--- config.mk ---
export PLATFORM = sky130hd
export DESIGN_NAME = sr_latch_driver
export DESIGN_NICKNAME = d
export VERILOG_FILES = /design/src/rtl/sr_latch_driver.sv
export SDC_FILE = /design/constraint.sdc
export NUM_CORES = 1
export LEC_CHECK = 0
export CAP_MARGIN = 20
export CORE_UTILIZATION = 35
export DETAILED_ROUTE_END_ITERATION = 10
export GPL_TIMING_DRIVEN = 0
export SKIP_LAST_GASP = 1
export SLEW_MARGIN = 10
export SYNTH_ARGS = -nofsm -noshare
export SYNTH_HDL_FRONTEND = slang
export SYNTH_SLANG_ARGS = --single-unit
export TNS_END_PERCENT = 10
--- constraint.sdc ---
create_clock -name clk -period 2.4 [get_ports clk]
set_clock_uncertainty 0.1 [all_clocks]
set_input_delay 0.48 -clock clk [delete_from_list [all_inputs] [get_ports clk]]
set_output_delay 0.48 -clock clk [all_outputs]
set_load 0.1 [all_outputs]
--- src/rtl/sr_latch_driver.sv ---
// sr_latch_driver: synchronises and debounces set/reset buttons and sequences gated-SR latch writes.
// Optional pending-request storage is enabled by defining SR_LATCH_DRIVER_PENDING_EN.
module sr_latch_driver #(
  parameter int DEBOUNCE_CYCLES = 16,
  parameter int PULSE_CYCLES    = 2
) (
  input  logic clk,
  input  logic rst,
  input  logic btn_set,
  input  logic btn_rst,
  output logic S,
  output logic R,
  output logic C,
  output logic busy,
  output logic drop
);

  localparam logic [1:0]  ST_IDLE   = 2'd0;
  localparam logic [1:0]  ST_SETUP  = 2'd1;
  localparam logic [1:0]  ST_STROBE = 2'd2;
  localparam logic [1:0]  ST_HOLD   = 2'd3;
  localparam logic [15:0] LP_DB_LAST    = 16'(DEBOUNCE_CYCLES - 1);
  localparam logic [7:0]  LP_PULSE_LAST = 8'(PULSE_CYCLES - 1);

  // Channel 0 is the set button, channel 1 the reset button.
  logic [1:0]  w_raw;
  logic [1:0]  r_sync1;
  logic [1:0]  r_sync2;
  logic [1:0]  r_db;
  logic [1:0]  r_db_d;
  logic [15:0] r_dcnt [2];
  logic [1:0]  w_rise;
  logic        w_req_set;
  logic        w_req_rst;

  assign w_raw = {btn_rst, btn_set};

  // NOTE: sequential state uses non-blocking assignments so every flop samples pre-edge values.
  always_ff @(posedge clk or posedge rst) begin
    if (rst) begin
      r_sync1 <= '0;
      r_sync2 <= '0;
      r_db    <= '0;
      r_db_d  <= '0;
      for (int i = 0; i < 2; i++) r_dcnt[i] <= '0;
    end else begin
      r_sync1 <= w_raw;
      r_sync2 <= r_sync1;
      r_db_d  <= r_db;
      for (int i = 0; i < 2; i++) begin
        if (r_sync2[i] == r_db[i]) begin
          r_dcnt[i] <= '0;
        end else if (r_dcnt[i] >= LP_DB_LAST) begin
          r_db[i]   <= ~r_db[i];
          r_dcnt[i] <= '0;
        end else begin
          r_dcnt[i] <= r_dcnt[i] + 16'd1;
        end
      end
    end
  end

  assign w_rise    = r_db & ~r_db_d;
  assign w_req_set = w_rise[0];
  assign w_req_rst = w_rise[1];

  logic [1:0] r_state;
  logic [1:0] w_state_nxt;
  logic       r_sel_set;
  logic       w_sel_set_nxt;
  logic [7:0] r_pcnt;
  logic       w_want_set;
  logic       w_want_rst;
  logic       w_drop;

`ifdef SR_LATCH_DRIVER_PENDING_EN
  logic r_pend_set;
  logic r_pend_rst;
  logic w_pend_set_nxt;
  logic w_pend_rst_nxt;

  assign w_want_set = w_req_set | r_pend_set;
  assign w_want_rst = w_req_rst | r_pend_rst;

  // The request type served from IDLE consumes its flag; the other type is parked or dropped.
  always_comb begin
    w_pend_set_nxt = r_pend_set;
    w_pend_rst_nxt = r_pend_rst;
    w_drop         = 1'b0;
    if (r_state == ST_IDLE && w_want_rst) begin
      w_pend_rst_nxt = 1'b0;
      if (w_req_rst && r_pend_rst) w_drop = 1'b1;
      if (w_req_set) begin
        if (r_pend_set) w_drop = 1'b1;
        else            w_pend_set_nxt = 1'b1;
      end
    end else if (r_state == ST_IDLE && w_want_set) begin
      w_pend_set_nxt = 1'b0;
      if (w_req_set && r_pend_set) w_drop = 1'b1;
    end else if (r_state != ST_IDLE) begin
      if (w_req_rst) begin
        if (r_pend_rst) w_drop = 1'b1;
        else            w_pend_rst_nxt = 1'b1;
      end
      if (w_req_set) begin
        if (r_pend_set) w_drop = 1'b1;
        else            w_pend_set_nxt = 1'b1;
      end
    end
  end

  always_ff @(posedge clk or posedge rst) begin
    if (rst) begin
      r_pend_set <= 1'b0;
      r_pend_rst <= 1'b0;
    end else begin
      r_pend_set <= w_pend_set_nxt;
      r_pend_rst <= w_pend_rst_nxt;
    end
  end
`else
  assign w_want_set = w_req_set;
  assign w_want_rst = w_req_rst;

  always_comb begin
    w_drop = 1'b0;
    if (r_state == ST_IDLE) w_drop = w_req_rst & w_req_set;
    else                    w_drop = w_req_rst | w_req_set;
  end
`endif

  // NOTE: every always_comb output is given a default first, so no latch can be inferred.
  always_comb begin
    w_state_nxt   = r_state;
    w_sel_set_nxt = r_sel_set;
    case (r_state)
      ST_IDLE: begin
        if (w_want_rst) begin
          w_state_nxt   = ST_SETUP;
          w_sel_set_nxt = 1'b0;
        end else if (w_want_set) begin
          w_state_nxt   = ST_SETUP;
          w_sel_set_nxt = 1'b1;
        end
      end
      ST_SETUP:  w_state_nxt = ST_STROBE;
      ST_STROBE: if (r_pcnt >= LP_PULSE_LAST) w_state_nxt = ST_HOLD;
      default:   w_state_nxt = ST_IDLE;
    endcase
  end

  // Outputs are registered from the next state so S/R/C change on the same edge as the state.
  always_ff @(posedge clk or posedge rst) begin
    if (rst) begin
      r_state   <= ST_IDLE;
      r_sel_set <= 1'b0;
      r_pcnt    <= '0;
      S         <= 1'b0;
      R         <= 1'b0;
      C         <= 1'b0;
    end else begin
      r_state   <= w_state_nxt;
      r_sel_set <= w_sel_set_nxt;
      if (r_state == ST_STROBE) begin
        if (r_pcnt != 8'hFF) r_pcnt <= r_pcnt + 8'd1;
      end else begin
        r_pcnt <= '0;
      end
      S <= (w_state_nxt != ST_IDLE) &  w_sel_set_nxt;
      R <= (w_state_nxt != ST_IDLE) & ~w_sel_set_nxt;
      C <= (w_state_nxt == ST_STROBE);
    end
  end

  assign busy = (r_state != ST_IDLE);
  assign drop = w_drop;

endmodule

== Yosys cells after proc, flatten, opt, wreduce, memory -nomap -nowiden ==
Cells that the tools add are included.

* RAM bits: 0
* Memories: 0
* Output and inout port bits: 5
* Bits in latches: 0
* ROM bits: 0
* Register bits: 54
* Input bits: 4
* Word-level logic and storage cells: 56

* Add/subtract/negate cells: 3
* Eq/ne operators: 7
* Reductions and logical operators: 5
* Shifts and indexed selects: 0
* Divide/modulo/power cells: 0
* Multipliers: 0
* Bitwise operators: 11
* $lt $le $gt $ge: 3
* Mux-type cells: 14

{| class="wikitable"
|+ Operators by type and width
! cell !! number
|-
| $mux W16 || 4
|-
| $add A16 B1 Y16 const B || 2
|-
| $ge A16 B4 Y1 const B || 2
|-
| $mux W8 || 2
|-
| $add A8 B1 Y8 const B || 1
|-
| $ge A8 B1 Y1 const B || 1
|-
| $ne A8 B8 Y1 const B || 1
|-
| $mux W2 || 3
|-
| $pmux W2 S3 || 1
|-
| $not A1 Y1 || 5
|-
| $eq A2 B2 Y1 const B || 2
|-
| $mux W1 || 4
|-
| $reduce_and A2 Y1 || 2
|-
| $reduce_bool A2 Y1 || 2
|-
| $and A1 B1 Y1 || 3
|-
| $and A2 B2 Y2 || 1
|-
| $eq A1 B1 Y1 || 2
|-
| $eq A2 B1 Y1 const B || 1
|-
| $logic_not A2 Y1 || 1
|-
| $ne A2 B1 Y1 const B || 1
|-
| $not A2 Y2 || 1
|-
| $or A1 B1 Y1 || 1
|}

== Logic depth before layout (Yosys ltp) ==
Gate-level depths: netlist of run 1.

* Depth in word-level cells: 7
* Mapped depth: 6
* Mapped depth without buffers: 6

== Worst setup path after synthesis of run 1 ==
No wires, ideal clock.

* Path kind: register -> output
* Start point: reg r_state[0]
* End point: out drop
* Required time: 1.820 ns
* Buffers on the path: 0
* Data arrival time: 2.199 ns
* Cell stages (with the launch flop): 5
* Setup slack: -0.379 ns
* Cell sequence: dfrtp_1 inv_1 ha_1 inv_1 maj3_1

* Word-level cells in the longest chain between the ends: 2

{| class="wikitable"
|+ RTL lines
! item !! RTL line !! source
|-
| start, declared || 67 || <nowiki>logic [1:0] r_state;</nowiki>
|-
| start signal, assigned || 162 || <nowiki>r_state <= w_state_nxt;</nowiki>
|-
| $logic_not A2 Y1 || 127 || <nowiki>if (r_state == ST_IDLE) w_drop = w_req_rst & w_req_set;</nowiki>
|-
| $mux W1 || 127 ||
|-
| end, declared || 15 || <nowiki>output logic drop</nowiki>
|}

Every way passes these cells.

== Worst setup path after layout of run 1 ==
* Start point: reg R
* End point: out R

{| class="wikitable"
|+ RTL lines
! item !! RTL line !! source
|-
| start, declared || 12 || <nowiki>output logic R,</nowiki>
|-
| start signal, assigned || 170 || <nowiki>R <= (w_state_nxt != ST_IDLE) & ~w_sel_set_nxt;</nowiki>
|}

No word-level cell between the ends.

==> flow_metrics.py, run 1 <==
metrics = {
    "synthesis": {
        "synth_xor_area_share_pct": 3.587,
        "seq_area_frac_synth_pct": 69.19,
        "syn_avg_cell_area_um2": 13.29,
        "synth_top_family_by_area": "simple AND/OR/NAND/NOR gates",
        "synth_edf_count": 0,
        "syn_inst": 147,
        "synth-seq-cells": 54,
        "ys_async_sr_fraction_pct": 100.0,
        "synth-compound-area-share_pct": 5.958,
        "synth_area_um2": 1953,
        "synthAdderAreaFrac_pct": 5.637,
        "synth-main-ff-cell": "dfrtp_1",
        "synth_mux_area_share_pct": 1.153,
        "yosysUniqueCellTypes": 31,
        "ys_warn_count": 0,
        "yosys.area_share.simple_pct": 12.36,
    },
    "cts": {
        "h-tree-depth": 2,
        "cts_buffer_depth": 2,
        "insertion_delay_ns": 0.30,
        "cts_tree": "done",
        "cts_buffers": 5,
        "root_buffer": "clkbuf_8",
        "clkSlewWorstSetupHoldPaths_ns": 0.09,
        "post-cts-setup-buffers": 0,
        "cts_sinks": 54,
    },
    "placement": {
        "io_buffers": 8,
        "placed_area_um2": 2235,
        "placedCellCount": 249,
        "hpwlAfterDp_um": 1911,
        "place_congestion": 0.8064,
        "pre_cts_slack_ns": -0.3576,
    },
    "sta": {
        "hold_ws_ns": 0.2555,
        "setup-tns-final_ns": 0,
        "maxClockFrequency_ghz": 0.4252,
        "worst_pin_slew_ns": 0.9852,
        "slew_headroom_pct": 34.11,
        "period_needed_ns": 2.352,
        "timing.final.crit_share_pct": 98.00,
        "rsz0062_at_grt": "true",
        "layout_setup_ws_ns": 0.04800,
        "setup_viol": 0,
        "drv_slew": 0,
        "hold_viol": 0,
    },
    "power_and_ir_drop": {
        "powerDensity_nw_per_um2": 999.9,
        "ir_worst_vdd_v": 0.0007177,
        "p_sw_share_pct": 35.25,
        "power_mw": 2.362,
        "internal_power_mw": 1.529,
        "p_seq_share_pct": 44.8,
        "p_comb_share_pct": 29.7,
        "power.leakage_nw": 1.079,
        "p_sw_mw": 0.8327,
        "clkPwrFrac_pct": 25.5,
    },
    "layout": {
        "fill_cells": 467,
        "n_antenna_cell": 0,
        "final_cell_area_um2": 2362,
        "area_delta_synth_final_pct": 20.95,
        "final_common_cell": "dfrtp_1",
        "layout_common_cells": "54 x dfrtp_1, 24 x conb_1, 10 x nor2_1",
        "finish.utilization_pct": 45.10,
        "stdcell_count": 257,
        "layout-drive-gt1-share_pct": 10.70,
        "final_nets": 198,
    },
    "setup_path": {
        "critPathTopFamily": "buffers and inverters",
        "arrival_ns": 1.77,
        "path_class": "flop to primary output",
        "crit_buf_inv": 1,
        "cpPeakStageDelay_ns": 1.14,
        "cp_cell_sequence": "clkdlybuf4s50_1",
        "slowest_stage": "clkdlybuf4s50_1",
        "end_kind": "primary output",
        "cp-start-kind": "flop",
        "required_ns": 1.82,
        "cp_max_fo": 1,
    },
    "global_route": {
        "grt_pass1_wl_um": 4830,
        "grt.total_usage_pct": 10.41,
        "antenna_found_initial": 0,
        "grt_pass1_vias": 1118,
        "grt_overflow": 0,
        "grt_max_degree": 32,
    },
    "floorplanning": {
        "ios": 9,
        "die_w_um": 76.70,
        "core_um2": 5238,
        "die-area_um2": 5883,
        "die_h_um": 76.70,
        "fp-row-count": 26,
        "initial_core_util_pct": 37.29,
    },
    "drt": {
        "drc": 0,
        "antenna_left": 0,
        "vias_per_cell": 4.315,
        "routedWlPerCell_um": 10.51,
        "wl_um": 2701,
        "drtIter0Drc": 45,
        "via_count": 1109,
        "first_pass_iters": 4,
    },
    "job": {
        "drv_cap": 0,
    },
    "status": {
        "status": "finished clean",
    },
    "min_path": {
        "hold_path_class": "flop to flop",
    },
}
==> cell type report <==
class | count | area [µm²] | share of cell area [%]
Clock buffer | 5 | 68.82 | 2.913
Clock inverter | 3 | 47.55 | 2.013
Inverter | 10 | 41.29 | 1.748
Multi-Input combinational cell | 106 | 666.9 | 28.23
Sequential cell | 54 | 1351 | 57.20
Tap cell | 70 | 87.58 | 3.708
Timing Repair Buffer | 9 | 98.84 | 4.184
==> state kept, by name (all words and copies together) (netlist names) <==
signal     cells
C              1
R              1
S              1
r_db           2
r_db_d         2
r_dcnt        32
r_pcnt         8
r_sel_set      1
r_state        2
r_sync1        2
r_sync2        2
==> metal layers <==
| layer | GRT usage [%] | routed length, µm |
|---|---|---|
| met2 | 16.25 | 1283 |
| met4 | 4.615 | 42 |
| met1 | 13.28 | 1297 |
| met5 | 0 | 0 |
| met3 | 3.214 | 77 |
==> cell usage after synthesis (all sizes together), types with 2 or more instances <==
| cell type | n | share of area, % |
|---|---|---|
| nor4 | 7 | 2.2 |
| nand2b | 2 | 0.64 |
| xnor2 | 2 | 0.90 |
| nor3 | 4 | 1.0 |
| ha | 8 | 5.1 |
| nand3 | 7 | 1.8 |
| dfrtp | 54 | 69 |
| nand4 | 4 | 1.6 |
| a21oi | 6 | 1.5 |
| o21ai | 4 | 1.0 |
| xor2 | 6 | 2.7 |
| nand2 | 4 | 0.77 |
| mux2 | 2 | 1.2 |
| nor2b | 3 | 0.96 |
| o31ai | 2 | 0.77 |
| nor2 | 11 | 2.2 |
| inv | 10 | 1.9 |
==> worst paths after layout <==
path	startpoint	end	slack, ns	depth (start not counted)
max	R$_DFF_PP0_	R	0.05	1
min	r_sync1[0]$_DFF_PP0_	r_sync2[0]$_DFF_PP0_	0.26	0
max reg2reg	r_state[0]$_DFF_PP0_	R$_DFF_PP0_	0.61	6
min reg2reg	r_sync1[0]$_DFF_PP0_	r_sync2[0]$_DFF_PP0_	0.26	0
max in group asynchronous	rst	r_pcnt[4]$_DFFE_PP0P_	1.26	3
min in group asynchronous	rst	r_dcnt[31]$_DFF_PP0_	0.42	2
==> kinds of logic (layout without fill, tap and decap cells) <==
family / Yosys count / after routing
buffers and inverters: 10 / 27
muxes: 2 / 2
AOI/OAI and AO/OA: 18 / 18
and+or+nand+nor: 45 / 45
xor gates and xnor gates: 8 / 8
DFF: 54 / 54
adders and majority gates: 9 / 9
other: 1 / 24
==> power by group through the flow <==
stage / clock (mW) / sequential (mW) / combinational (mW)
2_1_floorplan: 0 / 1.24 / 0.354
3_3_place_gp: 0 / 1.07 / 0.662
3_5_place_dp: 0 / 1.08 / 0.668
4_1_cts: 0.630 / 1.06 / 0.662
5_1_grt: 0.663 / 1.07 / 0.767
6_report: 0.603 / 1.06 / 0.701
==> what timing repair did <==
action / 4_1_cts / 5_1_grt
gates resized for setup: 8 / 4
hold buffers: 0 / 0
hold endpoints to repair: 0 / 0
endpoints found under the setup margin: 2 / 2
(Power assumes the default switching activity.)
==> inputs of run 2 (changes only) <==
ABC_CLOCK_PERIOD_IN_PS = 2400   (was not set)
CORE_ASPECT_RATIO = 0.75   (was not set)
==> run 2 against run 1 <==
Via count decreased by 2.4%. Hold slack improved by 0.0033 ns. Fmax decreased by 0.29%. Core utilization decreased by 0.95 points. Non-clock buffer count unchanged. Clock power increased by 6.5%. Largest power group unchanged. Die area about the same. Global-route usage increased by 1.1 points. Setup slack got worse by 0.0069 ns. Register-to-register slack improved by 0.04 ns. Routed wire length increased by 3.0%. Power decreased by 0.29%.
==> flow_metrics.py, run 2 (synthesis gave the netlist of run 1 again) <==
metrics = {
    "floorplanning": {
        "ios": 9,
        "fp-row-count": 23,
        "die_w_um": 88.26,
        "initial_core_util_pct": 36.49,
        "core_um2": 5353,
        "die-area_um2": 5887,
        "die_h_um": 66.70,
    },
    "layout": {
        "largest_reg_flops": 32,
        "area_delta_synth_final_pct": 21.01,
        "finish.utilization_pct": 44.16,
        "final_common_cell": "dfrtp_1",
        "layout_common_cells": "54 x dfrtp_1, 24 x conb_1, 10 x nor2_1",
        "n_antenna_cell": 0,
        "final_nets": 198,
        "regMostFlops": "r_dcnt",
        "layout-drive-gt1-share_pct": 10.16,
        "final_cell_area_um2": 2364,
        "top_regs": "r_dcnt: 32 flops, r_pcnt: 8 flops",
        "stdcell_count": 262,
    },
    "sta": {
        "rsz0062_at_grt": "true",
        "setup_viol": 0,
        "timing.final.crit_share_pct": 98.29,
        "drv_slew": 0,
        "slew_headroom_pct": 34.78,
        "hold_ws_ns": 0.2588,
        "maxClockFrequency_ghz": 0.4239,
        "hold_viol": 0,
        "worst_pin_slew_ns": 0.9767,
        "period_needed_ns": 2.359,
    },
    "min_path": {
        "holdPathStages": 0,
        "hold_path_class": "flop to flop",
    },
    "setup_path": {
        "cpPeakStageDelay_ns": 0.40,
        "required_ns": 1.82,
        "cp_max_fo": 4,
        "end_kind": "primary output",
        "critPathTopFamily": "adder cells",
        "cp.depth": 5,
        "slowest_stage": "dfrtp_1",
        "cp_cell_sequence": "inv_1, ha_1, clkinvlp_4, maj3_4, buf_4",
        "arrival_ns": 1.78,
        "cp-start-kind": "flop",
        "rr_worst_depth": 5,
        "crit_buf_inv": 3,
        "path_class": "flop to primary output",
    },
    "power_and_ir_drop": {
        "power.leakage_nw": 1.095,
        "p_seq_share_pct": 44.8,
        "clkPwrFrac_pct": 27.3,
        "p_sw_share_pct": 35.05,
        "power_mw": 2.355,
        "powerDensity_nw_per_um2": 996.5,
        "internal_power_mw": 1.530,
        "p_comb_share_pct": 27.9,
        "ir_worst_vdd_v": 0.0003876,
        "p_sw_mw": 0.8256,
    },
    "drt": {
        "wl_um": 2781,
        "first_pass_iters": 4,
        "drtIter0Drc": 23,
        "antenna_left": 0,
        "routedWlPerCell_um": 10.61,
        "vias_per_cell": 4.130,
        "drc": 0,
        "via_count": 1082,
    },
    "cts": {
        "root_buffer": "clkbuf_8",
        "cts_tree": "done",
        "cts_buffers": 5,
        "insertion_delay_ns": 0.31,
        "cts_resized": 8,
        "cts_buffer_depth": 2,
        "cts_sinks": 54,
        "hold_buffers": 0,
        "h-tree-depth": 2,
        "clkSlewWorstSetupHoldPaths_ns": 0.09,
        "post-cts-setup-buffers": 0,
    },
    "placement": {
        "hpwlAfterDp_um": 1937,
        "placedCellCount": 254,
        "io_buffers": 8,
        "place_congestion": 0.7796,
        "placed_area_um2": 2241,
    },
    "global_route": {
        "grt_overflow": 0,
        "met1_usage_pct": 16.64,
        "met3_usage_pct": 3.841,
        "grt_pass1_vias": 1037,
        "grt_max_degree": 33,
        "grt.busiest_layer": "met1",
        "antenna_found_initial": 0,
        "grtUsageMet2_pct": 15.19,
        "grt_pass1_wl_um": 4899,
        "grt.total_usage_pct": 11.56,
    },
    "status": {
        "status": "finished clean",
    },
    "job": {
        "drv_cap": 0,
    },
}
-- run 2: changes by cell type in the layout (fill, tap and decap cells not counted) --
| cell | before | now |
|---|---|---|
| ha_4 | 1 | 0 |
| clkinv_4 | 1 | 0 |
| clkbuf_8 | 5 | 6 |
| clkdlybuf4s50_1 | 6 | 5 |
| dlymetal6s2s_1 | 0 | 1 |
| ha_1 | 7 | 8 |
-- run 2: per-stage QoR --
| stage | worst slack [ns] | TNS, ns |
|---|---|---|
| finish | 0.04114 | 0 |
| global route | -0.03409 | -0.03409 |
| CTS | -0.03989 | -0.03989 |
| detailed placement | -0.3709 | -0.4917 |
| global placement | -0.4388 | -24.04 |
| floorplan | 0.009899 | 0 |
-- run 2: power by group through the flow --
stage | logic, mW | clock network (mW) | registers (mW)
CTS | 0.664 | 0.660 | 1.06
global placement | 0.661 | 0 | 1.07
floorplan | 0.354 | 0 | 1.24
detailed placement | 0.669 | 0 | 1.08
finish | 0.658 | 0.642 | 1.06
global route | 0.718 | 0.682 | 1.07
-- run 2: cell type report --
cell class / instances / area [µm²]
tap: 75 / 93.84
clock buffer: 6 / 82.58
timing repair buffer: 9 / 101.3
sequential: 54 / 1351
fill: 520 / 2989
clock inverter: 2 / 38.79
multi-input combinational: 106 / 654.4
inverter: 10 / 41.29
-- run 2: routing by layer --
layer | vias up | wire, µm
met2 | 14 | 1158
met4 | 0 | 56
met3 | 6 | 100
li1 | 554 | -
met1 | 508 | 1465
met5 | - | 0
-- run 2: worst register-to-register path, stage by stage, from the launching register on --
cell	delay (ns)
dfrtp_1	0.43
ha_1	0.25
nand4_2	0.20
nor2_2	0.09
or4_1	0.46
a21oi_1	0.15
-- run 2: final timing paths --
kind	end	from	slack [ns]
max in group asynchronous	r_dcnt[5]$_DFF_PP0_	rst	1.27
hold / removal	r_sync2[0]$_DFF_PP0_	r_sync1[0]$_DFF_PP0_	0.26
hold reg to reg	r_sync2[0]$_DFF_PP0_	r_sync1[0]$_DFF_PP0_	0.26
setup / recovery	drop	r_state[0]$_DFF_PP0_	0.04
setup reg to reg	r_pcnt[5]$_DFFE_PP0P_	r_pcnt[0]$_DFFE_PP0P_	0.65
min in group asynchronous	r_dcnt[16]$_DFF_PP0_	rst	0.41
==> inputs of run 3 (changes only) <==
SKIP_CTS_REPAIR_TIMING = 1   (was not set)
==> run 3 against run 2 <==
The flow now finishes with violations (negative setup slack). Critical path depth did not move. Sequential share of layout area rose by 0.27 points. Critical path type unchanged. Sequential cell count did not move. Power fell by 0.32%. Highest routed layer unchanged.
==> flow_metrics.py, run 3 (synthesis gave the netlist of run 1 again) <==
metrics = {
    "sta": {
        "drv_slew": 0,
        "rsz0062_at_grt": "true",
        "period_needed_ns": 2.416,
        "slew_headroom_pct": 33.72,
        "maxClockFrequency_ghz": 0.4138,
        "timing.final.crit_share_pct": 100.7,
        "worst_pin_slew_ns": 0.9911,
        "setup_viol": 1,
        "hold_viol": 0,
        "layout_setup_ws_ns": -0.01646,
    },
    "global_route": {
        "grt_overflow": 0,
        "grt_max_degree": 33,
        "grt_pass1_vias": 1037,
        "grt_pass1_wl_um": 4899,
        "grt.total_usage_pct": 11.56,
        "antenna_found_initial": 0,
    },
    "power_and_ir_drop": {
        "power.leakage_nw": 1.080,
        "power_mw": 2.348,
        "powerDensity_nw_per_um2": 998.1,
        "ir_worst_vdd_v": 0.0003880,
    },
    "drt": {
        "via_count": 1082,
        "routedWlPerCell_um": 10.63,
        "wl_um": 2786,
        "first_pass_iters": 4,
        "drc": 0,
        "drtIter0Drc": 21,
        "vias_per_cell": 4.130,
        "antenna_left": 0,
    },
    "layout": {
        "largest_reg_flops": 32,
        "final_common_cell": "dfrtp_1",
        "finish.utilization_pct": 43.95,
        "final_nets": 198,
        "layout-drive-gt1-share_pct": 10.16,
        "regMostFlops": "r_dcnt",
        "top_regs": "r_dcnt: 32 flops, r_pcnt: 8 flops",
        "layout_common_cells": "54 x dfrtp_1, 24 x conb_1, 10 x nor2_1",
        "stdcell_count": 262,
        "area_delta_synth_final_pct": 20.44,
        "n_antenna_cell": 0,
    },
    "placement": {
        "place_congestion": 0.7796,
        "io_buffers": 8,
        "pre_cts_slack_ns": -0.3709,
        "placedCellCount": 254,
        "hpwlAfterDp_um": 1937,
    },
    "cts": {
        "cts_buffer_depth": 2,
        "cts_tree": "done",
        "clkSlewWorstSetupHoldPaths_ns": 0.09,
        "cts_sinks": 54,
        "cts_buffers": 5,
        "root_buffer": "clkbuf_8",
        "insertion_delay_ns": 0.31,
        "h-tree-depth": 2,
    },
    "floorplanning": {
        "die_h_um": 66.70,
        "initial_core_util_pct": 36.49,
        "fp-row-count": 23,
        "core_um2": 5353,
        "die-area_um2": 5887,
        "die_w_um": 88.26,
        "ios": 9,
    },
    "min_path": {
        "hold_path_class": "flop to flop",
    },
    "setup_path": {
        "required_ns": 1.82,
        "end_kind": "primary output",
        "path_class": "flop to primary output",
        "slowest_stage": "dfrtp_1",
        "cp-start-kind": "flop",
        "cp_max_fo": 4,
        "arrival_ns": 1.84,
        "cpPeakStageDelay_ns": 0.40,
        "cp_cell_sequence": "inv_1, ha_1, clkinvlp_4, maj3_4, buf_2",
    },
    "status": {
        "status": "finished, violations left",
        "failed_checks": "negative setup slack",
    },
    "job": {
        "drv_cap": 0,
    },
}
[run 3: cell count changes in the layout (fill, tap and decap cells not counted), sizes merged]
cell,previous run,this run
clkbuf,6,7
clkdlybuf4s15,1,0
dlymetal6s2s,1,0
clkdlybuf4s50,5,6
[run 3: area by class of cell]
| cell class | instances | area [µm²] |
|---|---|---|
| Tap cell | 75 | 93.84 |
| Inverter | 10 | 41.29 |
| Multi-Input combinational cell | 106 | 654.4 |
| Clock buffer | 6 | 82.58 |
| Clock inverter | 2 | 38.79 |
| Fill cell | 519 | 3000 |
| Sequential cell | 54 | 1351 |
| Timing Repair Buffer | 9 | 90.09 |
[run 3: stage by stage]
step / area, µm² / TNS, ns / hold slack [ns]
5_1_grt: 2352 / -0.1274 / 0.2618
3_3_place_gp: 2221 / -24.04 / 0.2329
2_1_floorplan: 2047 / 0 / 0.2312
6_report: 2352 / -0.01646 / 0.2588
3_5_place_dp: 2241 / -0.4917 / 0.2371
4_1_cts: 2362 / -1.179 / 0.2603
[run 3: metal layers]
layer / vias up / part of all wire [%] / routed length (µm) / track usage, %
li1: 554 / - / - / -
met1: 508 / 53 / 1474 / 16.64
met2: 14 / 42 / 1158 / 15.19
met3: 6 / 3.4 / 96 / 3.841
met4: 0 / 2.0 / 56 / 6.048
met5: - / 0 / 0 / 0
[run 3: final timing paths]
check	depth (start not counted)	from	to	slack, ns
min reg2reg	0	r_sync1[0]$_DFF_PP0_	r_sync2[0]$_DFF_PP0_	0.26
min	0	r_sync1[0]$_DFF_PP0_	r_sync2[0]$_DFF_PP0_	0.26
max	5	r_state[0]$_DFF_PP0_	drop	-0.02
max in group asynchronous	3	rst	r_dcnt[5]$_DFF_PP0_	1.27
min in group asynchronous	2	rst	r_dcnt[16]$_DFF_PP0_	0.41
max reg2reg	5	r_pcnt[0]$_DFFE_PP0P_	r_pcnt[5]$_DFFE_PP0P_	0.65
[run 3: critical path, delay by kind of cell, from the launching register on]
kind	cells	cell delay (ns)
flops	1	0.40
buf+inv	3	0.52
fa+ha+maj	2	0.60
[run 3: where the power goes]
part	internal (mW)	total, mW	switching, mW
sequential	1.01	1.06	0.0503
clock	0.343	0.642	0.298
combinational	0.172	0.651	0.478
total	1.52	2.35	0.827
